### config.mk
export PLATFORM = sky130hd
export DESIGN_NAME = breakout_play_ctrl
export DESIGN_NICKNAME = d
export VERILOG_FILES = /design/src/rtl/breakout_play_ctrl.sv
export SDC_FILE = /design/constraint.sdc
export NUM_CORES = 1
export LEC_CHECK = 0
export BUFFER_PORTS_ARGS = -buffer_cell sky130_fd_sc_hd__buf_2
export CORE_ASPECT_RATIO = 0.8
export CORE_MARGIN = 8
export CORE_UTILIZATION = 45
export CTS_CLUSTER_SIZE = 14
export DETAILED_ROUTE_END_ITERATION = 10
export PLACE_DENSITY = 0.72
export SYNTH_ARGS = -nofsm -noshare
export SYNTH_HDL_FRONTEND = slang
export SYNTH_SLANG_ARGS = --single-unit
### constraint.sdc
create_clock -name clk -period 4.9 [get_ports clk]
set_clock_uncertainty 0.15 [all_clocks]
set_input_delay 0.98 -clock clk [delete_from_list [all_inputs] [get_ports clk]]
set_output_delay 0.98 -clock clk [all_outputs]
set_load 0.01 [all_outputs]
### src/rtl/breakout_play_ctrl.sv
// Breakout game-flow controller: serve/play/lost/clear/over sequencing plus round-robin block-bounce arbitration.
// Optional BRK_SPEEDUP_EN adds a 2-bit speed output stepped every 16 granted bounces.
module breakout_play_ctrl #(
    parameter int NCOL         = 8,
    parameter int LIVES        = 3,
    parameter int LOCKOUT      = 2,
    parameter int SERVE_FRAMES = 60,
    parameter int CLEAR_SCORE  = 288
) (
    input  logic                    clk,
    input  logic                    reset,
    input  logic                    frame_tick,
    input  logic                    start,
    input  logic [NCOL-1:0]         hit_u,
    input  logic [NCOL-1:0]         hit_d,
    input  logic [NCOL-1:0]         hit_l,
    input  logic [NCOL-1:0]         hit_r,
    input  logic                    paddle_hit,
    input  logic [1:0]              paddle_zone,
    input  logic                    ball_lost,
    input  logic [9:0]              score_in,
    output logic                    dir_x,
    output logic                    dir_y,
    output logic                    ball_run,
    output logic                    board_reset,
    output logic [1:0]              lives,
    output logic                    level_clear,
    output logic                    game_over,
    output logic [$clog2(NCOL)-1:0] grant_col,
    output logic [7:0]              hit_count
`ifdef BRK_SPEEDUP_EN
    ,
    output logic [1:0]              speed
`endif
);

    localparam int CW = $clog2(NCOL);
    localparam int FW = $clog2(SERVE_FRAMES + 1);
    localparam int LW = $clog2(LOCKOUT + 2);

    typedef enum logic [2:0] {
        S_IDLE,
        S_SERVE,
        S_PLAY,
        S_LOST,
        S_CLEAR,
        S_OVER
    } state_t;

    state_t          state;
    logic            start_q;
    logic [FW-1:0]   frame_cnt;
    logic [LW-1:0]   lockout;
    logic [CW-1:0]   rr_ptr;
    logic [NCOL-1:0] pend_u, pend_d, pend_l, pend_r;

    logic            start_rise;
    logic [NCOL-1:0] eff_u, eff_d, eff_l, eff_r, eff_any;
    logic [CW-1:0]   pick;
    logic [CW-1:0]   pick_next;
    logic [7:0]      hit_count_inc;
    logic            clear_hit;

    assign start_rise    = start & ~start_q;
    // Hits arriving on the tick cycle itself take part in that tick's decision.
    assign eff_u         = pend_u | hit_u;
    assign eff_d         = pend_d | hit_d;
    assign eff_l         = pend_l | hit_l;
    assign eff_r         = pend_r | hit_r;
    assign eff_any       = eff_u | eff_d | eff_l | eff_r;
    assign pick_next     = (pick == CW'(NCOL - 1)) ? '0 : pick + 1'b1;
    assign hit_count_inc = (hit_count == 8'hFF) ? hit_count : hit_count + 8'd1;
    assign clear_hit     = (score_in >= 10'(CLEAR_SCORE));

    // Round-robin search: the lowest offset from rr_ptr wins, so scan offsets downward.
    always_comb begin
        pick = rr_ptr;
        for (int i = NCOL - 1; i >= 0; i--) begin
            if (eff_any[(int'(rr_ptr) + i) % NCOL]) begin
                pick = CW'((int'(rr_ptr) + i) % NCOL);
            end
        end
    end

    always_ff @(posedge clk) begin
        if (reset) begin
            state       <= S_IDLE;
            start_q     <= 1'b0;
            dir_x       <= 1'b1;
            dir_y       <= 1'b0;
            ball_run    <= 1'b0;
            board_reset <= 1'b0;
            lives       <= 2'(LIVES);
            level_clear <= 1'b0;
            game_over   <= 1'b0;
            grant_col   <= '0;
            hit_count   <= '0;
            rr_ptr      <= '0;
            lockout     <= '0;
            frame_cnt   <= '0;
            pend_u      <= '0;
            pend_d      <= '0;
            pend_l      <= '0;
            pend_r      <= '0;
`ifdef BRK_SPEEDUP_EN
            speed       <= '0;
`endif
        end else begin
            start_q     <= start;
            board_reset <= 1'b0;
            case (state)
                S_IDLE, S_OVER: begin
                    if (start_rise) begin
                        state       <= S_SERVE;
                        board_reset <= 1'b1;
                        lives       <= 2'(LIVES);
                        hit_count   <= '0;
                        game_over   <= 1'b0;
                        dir_x       <= 1'b1;
                        dir_y       <= 1'b0;
                        frame_cnt   <= '0;
`ifdef BRK_SPEEDUP_EN
                        speed       <= '0;
`endif
                    end
                end
                S_SERVE: begin
                    if (frame_tick) begin
                        if (frame_cnt == FW'(SERVE_FRAMES - 1)) begin
                            state    <= S_PLAY;
                            ball_run <= 1'b1;
                        end else begin
                            frame_cnt <= frame_cnt + 1'b1;
                        end
                    end
                end
                S_PLAY: begin
                    if (ball_lost || clear_hit) begin
                        state    <= ball_lost ? S_LOST : S_CLEAR;
                        ball_run <= 1'b0;
                        if (!ball_lost) begin
                            level_clear <= 1'b1;
                            frame_cnt   <= '0;
                        end
                        pend_u <= '0;
                        pend_d <= '0;
                        pend_l <= '0;
                        pend_r <= '0;
                    end else if (frame_tick && paddle_hit) begin
                        dir_x <= 1'b1;
                        if (paddle_zone == 2'b00) dir_y <= 1'b0;
                        else if (paddle_zone == 2'b10) dir_y <= 1'b1;
                        pend_u <= eff_u;
                        pend_d <= eff_d;
                        pend_l <= eff_l;
                        pend_r <= eff_r;
                    end else if (frame_tick) begin
                        if (lockout != '0) begin
                            lockout <= lockout - 1'b1;
                        end else if (eff_any != '0) begin
                            if (eff_u[pick] && eff_d[pick]) dir_y <= ~dir_y;
                            else if (eff_u[pick])           dir_y <= 1'b0;
                            else if (eff_d[pick])           dir_y <= 1'b1;
                            if (eff_l[pick] && eff_r[pick]) dir_x <= ~dir_x;
                            else if (eff_l[pick])           dir_x <= 1'b0;
                            else if (eff_r[pick])           dir_x <= 1'b1;
                            grant_col <= pick;
                            rr_ptr    <= pick_next;
                            lockout   <= LW'(LOCKOUT);
                            hit_count <= hit_count_inc;
`ifdef BRK_SPEEDUP_EN
                            if (hit_count != 8'hFF && hit_count_inc[3:0] == 4'd0 && speed != 2'd3)
                                speed <= speed + 2'd1;
`endif
                        end
                        pend_u <= '0;
                        pend_d <= '0;
                        pend_l <= '0;
                        pend_r <= '0;
                    end else begin
                        pend_u <= eff_u;
                        pend_d <= eff_d;
                        pend_l <= eff_l;
                        pend_r <= eff_r;
                    end
                end
                S_LOST: begin
                    if (lives == 2'd1) begin
                        lives     <= 2'd0;
                        state     <= S_OVER;
                        game_over <= 1'b1;
                    end else begin
                        lives     <= lives - 2'd1;
                        state     <= S_SERVE;
                        dir_x     <= 1'b1;
                        dir_y     <= 1'b0;
                        frame_cnt <= '0;
                    end
                end
                S_CLEAR: begin
                    if (frame_tick) begin
                        if (frame_cnt == FW'(SERVE_FRAMES - 1)) begin
                            state       <= S_SERVE;
                            board_reset <= 1'b1;
                            level_clear <= 1'b0;
                            dir_x       <= 1'b1;
                            dir_y       <= 1'b0;
                            frame_cnt   <= '0;
                        end else begin
                            frame_cnt <= frame_cnt + 1'b1;
                        end
                    end
                end
                default: state <= S_IDLE;
            endcase
        end
    end

endmodule

==> results.toml <==
[yosys]
syn_area_sq_um = 4420
async_flop_share_pct = 0
synthDistinctLibCells = 63
synth_seq_cells = 66
syn_nets = 550
synth.avg_cell_area_sq_um = 9.01
yosysWarnings = 0
synthFlopType = "dfxtp_1"
synth_edf_count = 0
yosysSeqAreaShare_pct = 29.9
syn_inst = 491

[layout]
drive_above_1_share_pct = 24.9
area_delta_synth_final_pct = 16.8
regArea_sq_um = 1320
fill_cells = 893
nNetsFinal = 611
design_area_sq_um = 5170
antenna_cells = 0
multiInputGateArea_sq_um = 2920

[placement]
dpl_cell_area_sq_um = 4860
port_buffers = 63
gp_congestion = 0.887
hpwl_microns = 8890

[timing]
max-slew-margin-rel_pct = 32.6
hold_violations = 0
tightest_slew_ns = 1.01
slew_violations = 0
setup_viol = 0
grt_setup_unrepaired = "no"
finalSetupTns_ns = 0
period_needed_ns = 4.43
min_period_over_period_pct = 90.5
fmax_mhz = 225

[floorplanning]
die_x_microns = 127
die_h_microns = 105
num_rows = 32
floorplan.initialDensity_pct = 46.0
die_area_sq_um = 13300
pin_count = 69
design.core.area_sq_um = 9610

[drt]
drtAntennaViolNets = 0
wl_per_cell_microns = 18.0
viasPerCell = 5.98
vias = 4029
wl_microns = 12100
drtPass1Iterations = 5
drc_errors = 0
first_iter_violations = 386

[clock_network]
cts_buffers = 9
cts_tree = "built"
htreeDepth = 3
cts.hold.buffers_added = 0
cts-root-buf = "clkbuf_16"
clock-sinks = 66
clock_latency_ns = 0.33
cts_resized = 0
post_cts_buffers = 0
path_clk_slew_ns = 0.05
cts_buffer_depth = 2

[job]
drv_cap = 0

[worst_setup_path]
cp.required_ns = 4.95
worstSetupStartpointType = "input pin"
worstSetupPathType = "in2reg"
crit_fanout = 7
crit_arrival_ns = 4.49
worstSetupEndpointType = "register"

[global_routing]
grt_pass1_wl_microns = 19900
grt_usage_pct = 18.3
antenna_found_initial = 0
grt_pass1_vias = 3893
grt_overflow_total = 0
grt_max_degree = 55

[worst_hold_path]
min_path_type = "reg2reg"

[power_and_ir_drop]
ir_drop_mv = 0.165
power_per_cell_area_nw_per_um2 = 287
leakage_nw = 1.96

[run_status]
status = "completed"
[per-stage QoR]
stage	utilization (%)	setup WS, ns	power [mW]	hold slack, ns	instances
after floorplan	-	0.822	0.740	0.308	491
after global placement	50.6	0.255	0.806	0.293	660
after detailed placement	50.6	0.173	0.813	0.307	660
after CTS	53.8	0.499	1.49	0.319	674
after global routing	53.8	0.317	1.55	0.347	674
final	53.8	0.465	1.48	0.314	674
[cells in the mapped netlist, types with 3 or more instances]
library cell,instances,area (sq um)
nand2b_1,7,43.8
a21oi_1,18,90.1
nor4_1,3,18.8
dfxtp_1,66,1320
and2_2,3,22.5
ha_1,9,113
xor2_1,9,78.8
nand3_1,8,40.0
mux2_2,6,67.6
a21o_1,3,22.5
nand2_1,23,86.3
o211ai_1,4,30.0
xnor2_1,4,35.0
o21ai_0,8,40.0
a31oi_1,3,18.8
nor2_1,116,435
nor3_1,10,50.1
o22ai_1,3,18.8
nand4_1,9,56.3
a311oi_1,3,26.3
clkbuf_1,23,86.3
nor4_4,8,170
nor2b_1,7,43.8
a22oi_1,34,255
mux4_1,11,289
or2_2,4,25.0
mux2i_1,19,190
inv_1,9,33.8
mux4_2,11,248
nand2_2,4,25.0
a211oi_1,6,45.0
[layout by cell type, fill, tap and decap left out, drive strengths merged, types with 11 or more instances in the layout]
master	count
nor2	116
buf	77
dfxtp	66
a22oi	34
nand2	27
mux4	22
mux2i	20
a21oi	18
clkbuf	11
nor4	11
[registers in the layout, indices dropped and copies added, names as in the netlist, 3 cells and up]
register / flops
rr_ptr: 3
pend_l: 8
grant_col: 3
hit_count: 8
state: 3
pend_d: 8
pend_r: 8
pend_u: 8
frame_cnt: 6
[worst max-delay path, stage by stage]
cell and delay [ns]:
buf_2 0.11, nor2_1 0.15, nand4_1 0.29, mux4_1 0.63
mux2_2 0.32, a211oi_1 0.33, o211a_4 0.24, xnor2_4 0.12
inv_4 0.16, mux4_1 0.61, mux2i_1 0.27, and2_2 0.20
o31ai_2 0.07
[where the power goes]
| part | internal (mW) | leakage, nW | switching (mW) |
|---|---|---|---|
| clock network | 0.452 | 0.151 | 0.222 |
| registers | 0.552 | 0.533 | 0.0284 |
| logic | 0.0963 | 1.27 | 0.132 |
[routing by layer]
layer | part of all wire (%) | GRT usage (%) | vias up
li1 | - | - | 1936
met1 | 46 | 24.7 | 1923
met2 | 45 | 27.6 | 158
met3 | 7.8 | 5.23 | 12
met4 | 1.2 | 5.76 | 0
met5 | 0 | 0 | -
[layout make-up]
type / instances / share of cell area, %
multi-input combinational: 386 / 56.5
sequential: 66 / 25.6
clock inverter: 3 / 1.26
tap: 119 / 2.88
timing repair buffer: 77 / 8.14
inverter: 12 / 0.920
clock buffer: 11 / 4.70
[kinds of logic after synthesis]
kind of cell | synth area share, %
AND/OR/NAND/NOR | 25.4
AO/OA/AOI/OAI | 16.0
flip-flops | 29.9
multiplexers | 18.8
buffers and inverters | 4.16
XOR/XNOR | 3.20
adder cells (fa/ha/maj) | 2.55
[final timing paths]
path / from / to / slack (ns) / cells after the start
worst max-delay path: hit_r[6] / dir_y / 0.47 / 13
worst min-delay path: game_over / game_over / 0.31 / 2
worst max register to register: rr_ptr[1] / dir_y / 0.68 / 13
worst min register to register: game_over / game_over / 0.31 / 2
Note: power is estimated with default switching activity, not from simulation.
